### config.mk
export PLATFORM = sky130hd
export DESIGN_NAME = spi_bus_arbiter
export DESIGN_NICKNAME = d
export VERILOG_FILES = /design/src/rtl/spi_arb_pkg.sv /design/src/rtl/spi_arb_guard_timer.sv /design/src/rtl/spi_bus_arbiter.sv
export SDC_FILE = /design/constraint.sdc
export NUM_CORES = 1
export LEC_CHECK = 0
export ABC_AREA = 1
export CAP_MARGIN = 20
export CORE_MARGIN = 8
export CORE_UTILIZATION = 47
export CTS_BUF_LIST = sky130_fd_sc_hd__clkbuf_8
export DETAILED_ROUTE_END_ITERATION = 8
export GPL_ROUTABILITY_DRIVEN = 0
export GPL_TIMING_DRIVEN = 0
export PLACE_DENSITY = 0.82
export RECOVER_POWER = 50
export SLEW_MARGIN = 20
export SYNTH_ARGS = -nofsm -noshare
export SYNTH_HDL_FRONTEND = slang
export SYNTH_SLANG_ARGS = --single-unit
### constraint.sdc
create_clock -name clk -period 1.62 [get_ports clk]
set_input_delay 0.324 -clock clk [delete_from_list [all_inputs] [get_ports clk]]
set_output_delay 0.324 -clock clk [all_outputs]
set_load 0.005 [all_outputs]
### src/rtl/spi_arb_pkg.sv
// rtl/spi_arb_pkg.sv - shared types and constants for the two-port SPI engine arbiter
package spi_arb_pkg;

  typedef enum logic [1:0] {
    IDLE   = 2'd0,
    GRANT0 = 2'd1,
    GRANT1 = 2'd2,
    GUARD  = 2'd3
  } arb_state_e;

  localparam int DATA_W_DEF = 8;
  localparam int GYRO_PORT  = 0;
  localparam int ACCEL_PORT = 1;

  function automatic int cnt_width(input int max_val);
    return (max_val < 2) ? 1 : $clog2(max_val + 1);
  endfunction

endpackage

### src/rtl/spi_arb_guard_timer.sv
// rtl/spi_arb_guard_timer.sv - loadable down-counter shared by the guard gap and the watchdog
module spi_arb_guard_timer #(
  parameter int W = 8
) (
  input  logic         clk,
  input  logic         rst,
  input  logic         load_i,
  input  logic [W-1:0] load_val_i,
  input  logic         dec_i,
  output logic         zero_o
);

  logic [W-1:0] count_q;

  // Saturates at zero so a caller may keep dec_i high while it waits on zero_o.
  always_ff @(posedge clk) begin
    if (rst) begin
      count_q <= '0;
    end else if (load_i) begin
      count_q <= load_val_i;
    end else if (dec_i && (count_q != '0)) begin
      count_q <= count_q - 1'b1;
    end
  end

  assign zero_o = (count_q == '0);

endmodule

### src/rtl/spi_bus_arbiter.sv
// rtl/spi_bus_arbiter.sv - round-robin owner of one byte-level SPI engine for gyro (0) and accel (1)
// Optional watchdog that revokes an idle grant: define SPI_ARB_TIMEOUT_EN.
module spi_bus_arbiter
  import spi_arb_pkg::*;
#(
  parameter int DATA_W         = DATA_W_DEF,
  parameter int GUARD_CYCLES   = 16,
  parameter int TIMEOUT_CYCLES = 4096
) (
  input  logic              clk,
  input  logic              rst,
  input  logic              req0,
  input  logic              req1,
  input  logic              begin0,
  input  logic              begin1,
  input  logic [DATA_W-1:0] send_data0,
  input  logic [DATA_W-1:0] send_data1,
  output logic              grant0,
  output logic              grant1,
  output logic              done0,
  output logic              done1,
  output logic [DATA_W-1:0] rx_data,
  output logic              spi_begin,
  output logic [DATA_W-1:0] spi_send_data,
  input  logic              spi_end,
  input  logic [DATA_W-1:0] spi_rx_data,
  output logic [1:0]        ss_n,
  output logic              busy
`ifdef SPI_ARB_TIMEOUT_EN
  ,
  output logic              timeout_err
`endif
);

  localparam int TMR_MAX = (TIMEOUT_CYCLES > GUARD_CYCLES) ? TIMEOUT_CYCLES : GUARD_CYCLES;
  localparam int TMR_W   = cnt_width(TMR_MAX);
  // The IDLE arbitration cycle is itself one high ss_n clock, so GUARD lasts one less.
  localparam logic [TMR_W-1:0] GUARD_LOAD = TMR_W'((GUARD_CYCLES > 1) ? GUARD_CYCLES - 2 : 0);
`ifdef SPI_ARB_TIMEOUT_EN
  localparam logic [TMR_W-1:0] TIMEOUT_LOAD = TMR_W'(TIMEOUT_CYCLES - 1);
`endif

  arb_state_e        state_q;
  logic              grant0_q;
  logic              grant1_q;
  logic              last_grant_q;
  logic              spi_begin_q;
  logic              busy_q;
  logic [1:0]        ss_n_q;
  logic [DATA_W-1:0] spi_send_data_q;

  logic              in_grant;
  logic              own_begin;
  logic              own_req;
  logic [DATA_W-1:0] own_data;
  logic              accept;
  logic              release_ok;
  logic              timeout_hit;
  logic              tmr_load;
  logic              tmr_dec;
  logic              tmr_zero;
  logic [TMR_W-1:0]  tmr_val;

  always_comb begin
    in_grant    = grant0_q | grant1_q;
    own_begin   = (grant0_q & begin0) | (grant1_q & begin1);
    own_req     = (grant0_q & req0) | (grant1_q & req1);
    own_data    = grant1_q ? send_data1 : send_data0;
    accept      = own_begin & ~busy_q;
    release_ok  = in_grant & ~own_req & ~busy_q & ~accept;
    timeout_hit = 1'b0;
    tmr_load    = 1'b0;
    tmr_dec     = 1'b0;
    tmr_val     = GUARD_LOAD;
`ifdef SPI_ARB_TIMEOUT_EN
    // Watchdog restarts on grant entry and on any owner begin or engine completion.
    timeout_hit = in_grant & tmr_zero & ~own_begin & ~spi_end & ~release_ok;
    if (state_q == IDLE) begin
      tmr_load = req0 | req1;
      tmr_val  = TIMEOUT_LOAD;
    end else if (in_grant) begin
      if (own_begin | spi_end) begin
        tmr_load = 1'b1;
        tmr_val  = TIMEOUT_LOAD;
      end else begin
        tmr_dec = 1'b1;
      end
    end
`endif
    if (release_ok | timeout_hit) begin
      tmr_load = 1'b1;
      tmr_val  = GUARD_LOAD;
    end
    if (state_q == GUARD) begin
      tmr_dec = 1'b1;
    end
  end

  spi_arb_guard_timer #(
    .W(TMR_W)
  ) u_timer (
    .clk       (clk),
    .rst       (rst),
    .load_i    (tmr_load),
    .load_val_i(tmr_val),
    .dec_i     (tmr_dec),
    .zero_o    (tmr_zero)
  );

  always_ff @(posedge clk) begin
    if (rst) begin
      state_q         <= IDLE;
      grant0_q        <= 1'b0;
      grant1_q        <= 1'b0;
      last_grant_q    <= 1'(ACCEL_PORT);
      spi_begin_q     <= 1'b0;
      busy_q          <= 1'b0;
      ss_n_q          <= 2'b11;
      spi_send_data_q <= '0;
    end else begin
      spi_begin_q <= 1'b0;
      if (in_grant && spi_end) begin
        busy_q <= 1'b0;
      end
      if (accept) begin
        spi_begin_q     <= 1'b1;
        spi_send_data_q <= own_data;
        busy_q          <= 1'b1;
      end
      case (state_q)
        IDLE: begin
          if (req0 || req1) begin
            // On a tie the port that did not own the engine last time wins.
            if (req0 && (!req1 || last_grant_q)) begin
              state_q           <= GRANT0;
              grant0_q          <= 1'b1;
              ss_n_q[GYRO_PORT] <= 1'b0;
            end else begin
              state_q            <= GRANT1;
              grant1_q           <= 1'b1;
              ss_n_q[ACCEL_PORT] <= 1'b0;
            end
          end
        end
        GRANT0, GRANT1: begin
          if (release_ok || timeout_hit) begin
            grant0_q     <= 1'b0;
            grant1_q     <= 1'b0;
            ss_n_q       <= 2'b11;
            busy_q       <= 1'b0;
            last_grant_q <= grant1_q;
            state_q      <= (GUARD_CYCLES > 1) ? GUARD : IDLE;
          end
        end
        GUARD: begin
          if (tmr_zero) begin
            state_q <= IDLE;
          end
        end
        default: state_q <= IDLE;
      endcase
    end
  end

`ifdef SPI_ARB_TIMEOUT_EN
  logic timeout_err_q;

  always_ff @(posedge clk) begin
    if (rst) begin
      timeout_err_q <= 1'b0;
    end else if (timeout_hit) begin
      timeout_err_q <= 1'b1;
    end
  end

  assign timeout_err = timeout_err_q;
`endif

  assign grant0        = grant0_q;
  assign grant1        = grant1_q;
  assign ss_n          = ss_n_q;
  assign spi_begin     = spi_begin_q;
  assign spi_send_data = spi_send_data_q;
  assign busy          = busy_q;
  assign done0         = spi_end & grant0_q;
  assign done1         = spi_end & grant1_q;
  assign rx_data       = spi_rx_data;

endmodule

==> impl_metrics.tcl, run 1 <==
set metrics [dict create \
    clk_latency_ns 0.29 \
    htreeDepth 2 \
    dieArea_sq_mm 0.00565 \
    hold_end "u_timer.count_q[12]$_SDFFE_PP0P_" \
    cts.clk_slew.worst_paths_ns 0.06 \
    synth_edf_count 0 \
    async_flop_share_pct 0 \
    synth_area_sq_mm 0.00165 \
    die_x_microns 75.2 \
    pwr-share-seq_pct 29.0 \
    startpoint_type "flip-flop" \
    synth_compound_area_share_pct 12.2 \
    drv_cap 0 \
    netlist-cell-type-count 27 \
    slew_headroom_pct 82.6 \
    synthTopCellsByArea "dfxtp_1, nand2_1, nor2_1" \
    fin_crit_ns 1.54 \
    synth_xor_area_share_pct 1.06 \
    fin_skew_ns 0.00756 \
    synth.area.mux_share_pct 0 \
    hold_viol_final 0 \
    dpl.hpwl_mm 3.18 \
    via_per_inst 4.83 \
    syn_avg_cell_area_sq_um 6.61 \
    syn_nets 283 \
    ys_ff_latch 30 \
    ys_seq_area_share_pct 36.5 \
    worst-path-max-fanout 2 \
    p_int_uw 2170 \
    r2r-start "state_q[1]$_SDFFE_PP0P_" \
    clockRootBuffer "clkbuf_8" \
    port_buffers 46 \
    grt_pass1_vias 1700 \
    worst_pin_slew_ns 0.261 \
    rsz0062_at_grt "false" \
    cp-startpoint "spi_send_data[5]$_SDFFE_PP0P_" \
    whs_path_depth 2 \
    holdWs_ns 0.457 \
    ant_nets 0 \
    power.density_mw_per_mm2 1640 \
    critPathTopFamily "buffers and inverters" \
    p_leak_uw 0.00112 \
    drc_errors 0 \
    layout.nets 337 \
    max_freq_mhz 648 \
    synth.largest_area_cell "dfxtp_1" \
    placed_area_sq_mm 0.00216 \
    crit_path_end_kind "output pin" \
    crit_arrival_ns 1.22 \
    synth_adder_area_share_pct 2.28 \
    critPathMaxStageDelay_ns 0.60 \
    syn_inst 249 \
    std_cell_rows 21 \
    critPathBufInv 1 \
    synth_top_cell_area_share_pct 36.5 \
    period_share_pct 95.2 \
    worstReg2RegEnd "grant0$_SDFFE_PP0P_" \
    yosys.area_share.simple_pct 36.2 \
    crit_chain "dlygate4sd3_1" \
    drive_above_1_share_pct 12.8 \
    finalMaxSlewViolations 0 \
    hp-class "flip-flop to flip-flop" \
    synthTopCellsByCount "nand2_1, nor2_1, dfxtp_1" \
    grt_pass1_wl_mm 7.07 \
    core_area_sq_mm 0.00336 \
    ios 55 \
    routed_wl_mm 4.18 \
    post-route-cell-area_sq_mm 0.00230 \
    ir_drop_v 0.00101 \
    first_pass_iters 4 \
    numCtsBuffers 5 \
    initial_utilization_pct 49.0 \
    yosysMostFrequentCell "nand2_1" \
    cts_tree "built" \
    r2r.worst_path.cells 7 \
    cts_sinks 30 \
    regToRegSetupSlack_ns 0.13 \
    synthFlopType "dfxtp_1" \
    setup_viol 0 \
    slowest_stage "dlygate4sd3_1" \
    setup.worst_path.class "flip-flop to output pin" \
    outcome "completed" \
    wire_per_inst_microns 11.9 \
    cp.required_ns 1.30 \
    first_iter_violations 98 \
    die_h_microns 75.2 \
    route.vias.total 1690 \
    min_from "u_timer.count_q[12]$_SDFFE_PP0P_" \
    power.net_switching_uw 1610 \
    grt_usage_pct 16.2 \
    antennaDiodeCount 0 \
    yosys_warnings 0 \
    pwr-share-comb_pct 54.2 \
    power.share.clock_pct 16.8 \
    antenna_found_initial 0 \
    grt.overflow.total 0 \
    area_growth_pct 39.9 \
    clock_path_buffers 2 \
    sw_frac_of_total_pct 42.5 \
    synth_top_family_by_area "simple AND/OR/NAND/NOR gates" \
    power_uw 3780 \
    grt_max_degree 11 \
]
-- sequential cells by signal, indices dropped and copies added, names as in the netlist --
register	flops
spi_begin	1
spi_send_data	8
state_q	2
ss_n	2
u_timer.count_q	13
last_grant_q	1
grant1	1
busy	1
grant0	1
-- power groups by stage --
| stage | registers, uW | clock network (uW) | logic, uW |
|---|---|---|---|
| 2_1_floorplan | 1090 | 0 | 1360 |
| 3_3_place_gp | 1100 | 0 | 1930 |
| 3_5_place_dp | 1110 | 0 | 1970 |
| 4_1_cts | 1100 | 655 | 2020 |
| 5_1_grt | 1120 | 675 | 2350 |
| 6_report | 1100 | 636 | 2050 |
-- layout make-up --
type	count	area, sq um
Buffer	12	98.8
Tap cell	46	57.6
Inverter	28	105
Fill cell	329	1060
Multi-Input combinational cell	179	875
Sequential cell	30	607
Timing Repair Buffer	47	465
Clock buffer	6	82.6
Clock inverter	2	12.5
-- metal layers --
| layer | GRT usage (%) | wire length (microns) | up-vias |
|---|---|---|---|
| met5 | 0 | 0 | - |
| met4 | 8.32 | 76 | 0 |
| met3 | 7.99 | 449 | 7 |
| met2 | 26.6 | 1910 | 62 |
| met1 | 16.8 | 1750 | 722 |
| li1 | - | - | 899 |
-- cell usage in the layout (no fill, tap or decap), drive strengths merged --
cell type and instances:
a21oi 12, a31oi 8, buf 11, clkbuf 8, clkdlybuf4s25 1, clkdlybuf4s50 24
clkinv 2, clkinvlp 1, dfxtp 30, dlygate4sd2 2, dlygate4sd3 19, ha 3
inv 27, nand2 79, nand3 14, nand3b 4, nand4 4, nor2 34
nor3 1, nor3b 1, o211ai 1, o21ai 16, xor2 2
-- tightest hold or removal path, cell delays in order (launching register included) --
cell     delay, ns
dfxtp_1       0.32
nand2_1       0.06
a21oi_1       0.03
-- per-stage QoR --
stage,setup TNS [ns],worst slack (ns),std cells,utilization [%]
2_1_floorplan,0,0.172,249,-
3_3_place_gp,-2.22,-0.189,341,64.4
3_5_place_dp,-2.53,-0.226,341,64.4
4_1_cts,0,0.0106,350,67.9
5_1_grt,0,0.0107,350,68.5
6_report,0,0.0777,350,68.5
-- how the worst max path moves through the flow --
stage | endpoint | cells after the start
floorplan | u_timer.count_q[4]$_SDFFE_PP0P_ | 9
global placement | spi_send_data[5]$_SDFFE_PP0P_ | 5
detailed placement | spi_send_data[6]$_SDFFE_PP0P_ | 5
CTS | grant1 | 2
global route | spi_send_data[5]$_SDFFE_PP0P_ | 5
finish | spi_send_data[5] | 1
-- kinds of logic after synthesis --
group,after synthesis
and+or+nand+nor,137
buffers and inverters,40
AOI/OAI and AO/OA,37
DFF,30
adders and majority gates,3
xor gates and xnor gates,2
-- repair_timing --
| item | 4_1_cts | 5_1_grt |
|---|---|---|
| gates resized for setup | 10 | 9 |
| endpoints found under the setup margin | 8 | 23 |
| buffers inserted | 1 | 0 |
| pin swaps | 0 | 0 |
| hold buffers | 0 | 0 |
Power figures use the tool's default switching activity.
==> run 2: changes to the inputs <==
CORE_UTILIZATION = 50   (was 47)
DONT_BUFFER_PORTS = 1   (was not set)
PLACE_DENSITY = not set   (was 0.82)
==> run 2 against run 1 <==
Compared with the run above: critical path depth rose by 2; maximum frequency rose by 2.9%; design area fell by 19%; clock skew barely moved; combinational power fell by 19%; non-clock buffer count fell by 47.
==> impl_metrics.tcl, run 2 (synthesis results as in run 1) <==
set metrics [dict create \
    power.share.clock_pct 25.3 \
    finalWorstSetupSlack_ns 0.120 \
    drive_above_1_share_pct 13.2 \
    wire_per_inst_microns 12.2 \
    ir_drop_v 0.00110 \
    routed_wl_mm 3.68 \
    antennaDiodeCount 0 \
    dp.cells 295 \
    core_area_sq_mm 0.00326 \
    setup_viol 0 \
    sw_frac_of_total_pct 40.6 \
    worst-path-max-fanout 10 \
    grt_pass1_wl_mm 6.23 \
    p_int_uw 2230 \
    crit_chain "clkbuf_2, nand2_1, inv_1" \
    area_growth_pct 13.7 \
    final_common_cell "nand2_1" \
    grt.overflow.total 0 \
    ant_nets 0 \
    post-route-cell-area_sq_mm 0.00187 \
    grt_pass1_vias 1421 \
    crit_path_end_kind "output pin" \
    antenna_found_initial 0 \
    layout.nets 290 \
    clockRootBuffer "clkbuf_8" \
    initial_utilization_pct 50.5 \
    slew_headroom_pct 72.4 \
    cts.clk_slew.worst_paths_ns 0.06 \
    ios 55 \
    crit_arrival_ns 1.18 \
    std_cell_rows 21 \
    htreeDepth 2 \
    startpoint_type "flip-flop" \
    grt_usage_pct 14.8 \
    cts_tree "built" \
    numCtsBuffers 5 \
    fin_crit_ns 1.50 \
    fin_skew_ns 0.00727 \
    via_per_inst 4.90 \
    layout_common_cells "nand2_1, nor2_1, dfxtp_1" \
    grt_max_degree 11 \
    die_x_microns 73.4 \
    worst_pin_slew_ns 0.414 \
    clock_path_buffers 2 \
    finalMaxSlewViolations 0 \
    largest_register_ffs 13 \
    regMostFlops "u_timer.count_q" \
    outcome "completed" \
    cp.required_ns 1.30 \
    rsz0062_at_grt "false" \
    critPathMaxStageDelay_ns 0.44 \
    cts_sinks 30 \
    dpl.hpwl_mm 2.82 \
    cts_hold_buf 0 \
    power_uw 3750 \
    setup.worst_path.class "flip-flop to output pin" \
    die_h_microns 73.4 \
    pwr-share-seq_pct 30.2 \
    port_buffers 0 \
    placed_area_sq_mm 0.00170 \
    power.density_mw_per_mm2 2000 \
    fillers 344 \
    slowest_stage "dfxtp_1" \
    clk_latency_ns 0.28 \
    drc_errors 0 \
    hp-class "input pin to flip-flop" \
    first_iter_violations 78 \
    dieArea_sq_mm 0.00539 \
    period_share_pct 92.6 \
    pwr-share-comb_pct 44.5 \
    route.vias.total 1486 \
    final_cell_count_no_fill 303 \
    p_leak_uw 0.000923 \
    max_freq_mhz 667 \
    hold_viol_final 0 \
    first_pass_iters 4 \
    drv_cap 0 \
    power.net_switching_uw 1520 \
    regToRegSetupSlack_ns 0.14 \
    dp_slack_ns -0.0272 \
]
==> run 2: cell types whose count changed in the layout (fill, tap and decap cells not counted), sizes merged <==
cell and change:
clkdlybuf4s25 -1, clkdlybuf4s50 -24, buf -9, dlygate4sd3 -19
clkinvlp -1, bufinv +2, dlygate4sd2 -2, clkinv -1
clkbuf +8
==> run 2: path summary, 6_finish.rpt <==
kind,startpoint,to,depth (start not counted)
setup / recovery,grant1$_SDFFE_PP0P_,done1,3
hold / removal,rst,u_timer.count_q[2]$_SDFFE_PP0P_,1
setup reg to reg,u_timer.count_q[0]$_SDFFE_PP0P_,state_q[1]$_SDFFE_PP0P_,10
hold reg to reg,u_timer.count_q[12]$_SDFFE_PP0P_,u_timer.count_q[12]$_SDFFE_PP0P_,2
==> run 2: what timing repair did <==
action | 4_1_cts | 5_1_grt
pin swaps | 0 | 0
endpoints found under the hold margin | 0 | 0
gates resized for setup | 2 | 8
setup buffers | 0 | 0
endpoints found under the setup margin | 8 | 20
==> run 2: worst max-delay path: cells and delay by family, from the launching register on <==
kind / cells / cell delay (ns)
DFF: 1 / 0.44
buffers and inverters: 2 / 0.35
and+or+nand+nor: 1 / 0.10
==> run 2: cell type report <==
| class | instances | area [sq um] | share of cell area (%) |
|---|---|---|---|
| clock buffer | 6 | 82.6 | 4.41 |
| sequential | 30 | 602 | 32.2 |
| inverter | 28 | 105 | 5.61 |
| clock inverter | 2 | 60.1 | 3.21 |
| multi-input combinational | 179 | 880 | 47.0 |
| tap | 46 | 57.6 | 3.07 |
| buffer | 12 | 85.1 | 4.55 |
==> run 2: stage by stage <==
stage	utilization [%]	setup TNS, ns	hold WS, ns
6_report	57.5	0	0.0991
5_1_grt	57.5	0	0.0838
4_1_cts	56.8	0	0.0904
3_5_place_dp	52.3	-0.0272	0.392
3_3_place_gp	52.3	-0.0209	0.388
2_1_floorplan	-	0	0.386
==> run 2: routing by layer <==
layer | part of all wire [%] | track usage, % | routed length [microns] | up-vias
met5 | 0 | 0 | 0 | -
met4 | 1.5 | 5.99 | 57 | 0
met3 | 7.4 | 6.00 | 274 | 5
met2 | 44 | 22.7 | 1640 | 45
met1 | 47 | 17.7 | 1710 | 630
li1 | - | - | - | 806
==> run 2: power by group through the flow <==
stage	Sequential (uW)	Combinational [uW]	Clock [uW]
after global routing	1170	1950	1010
after detailed placement	1150	1610	0
after global placement	1150	1610	0
after CTS	1130	1620	972
after floorplan	1090	1360	0
final	1130	1670	947
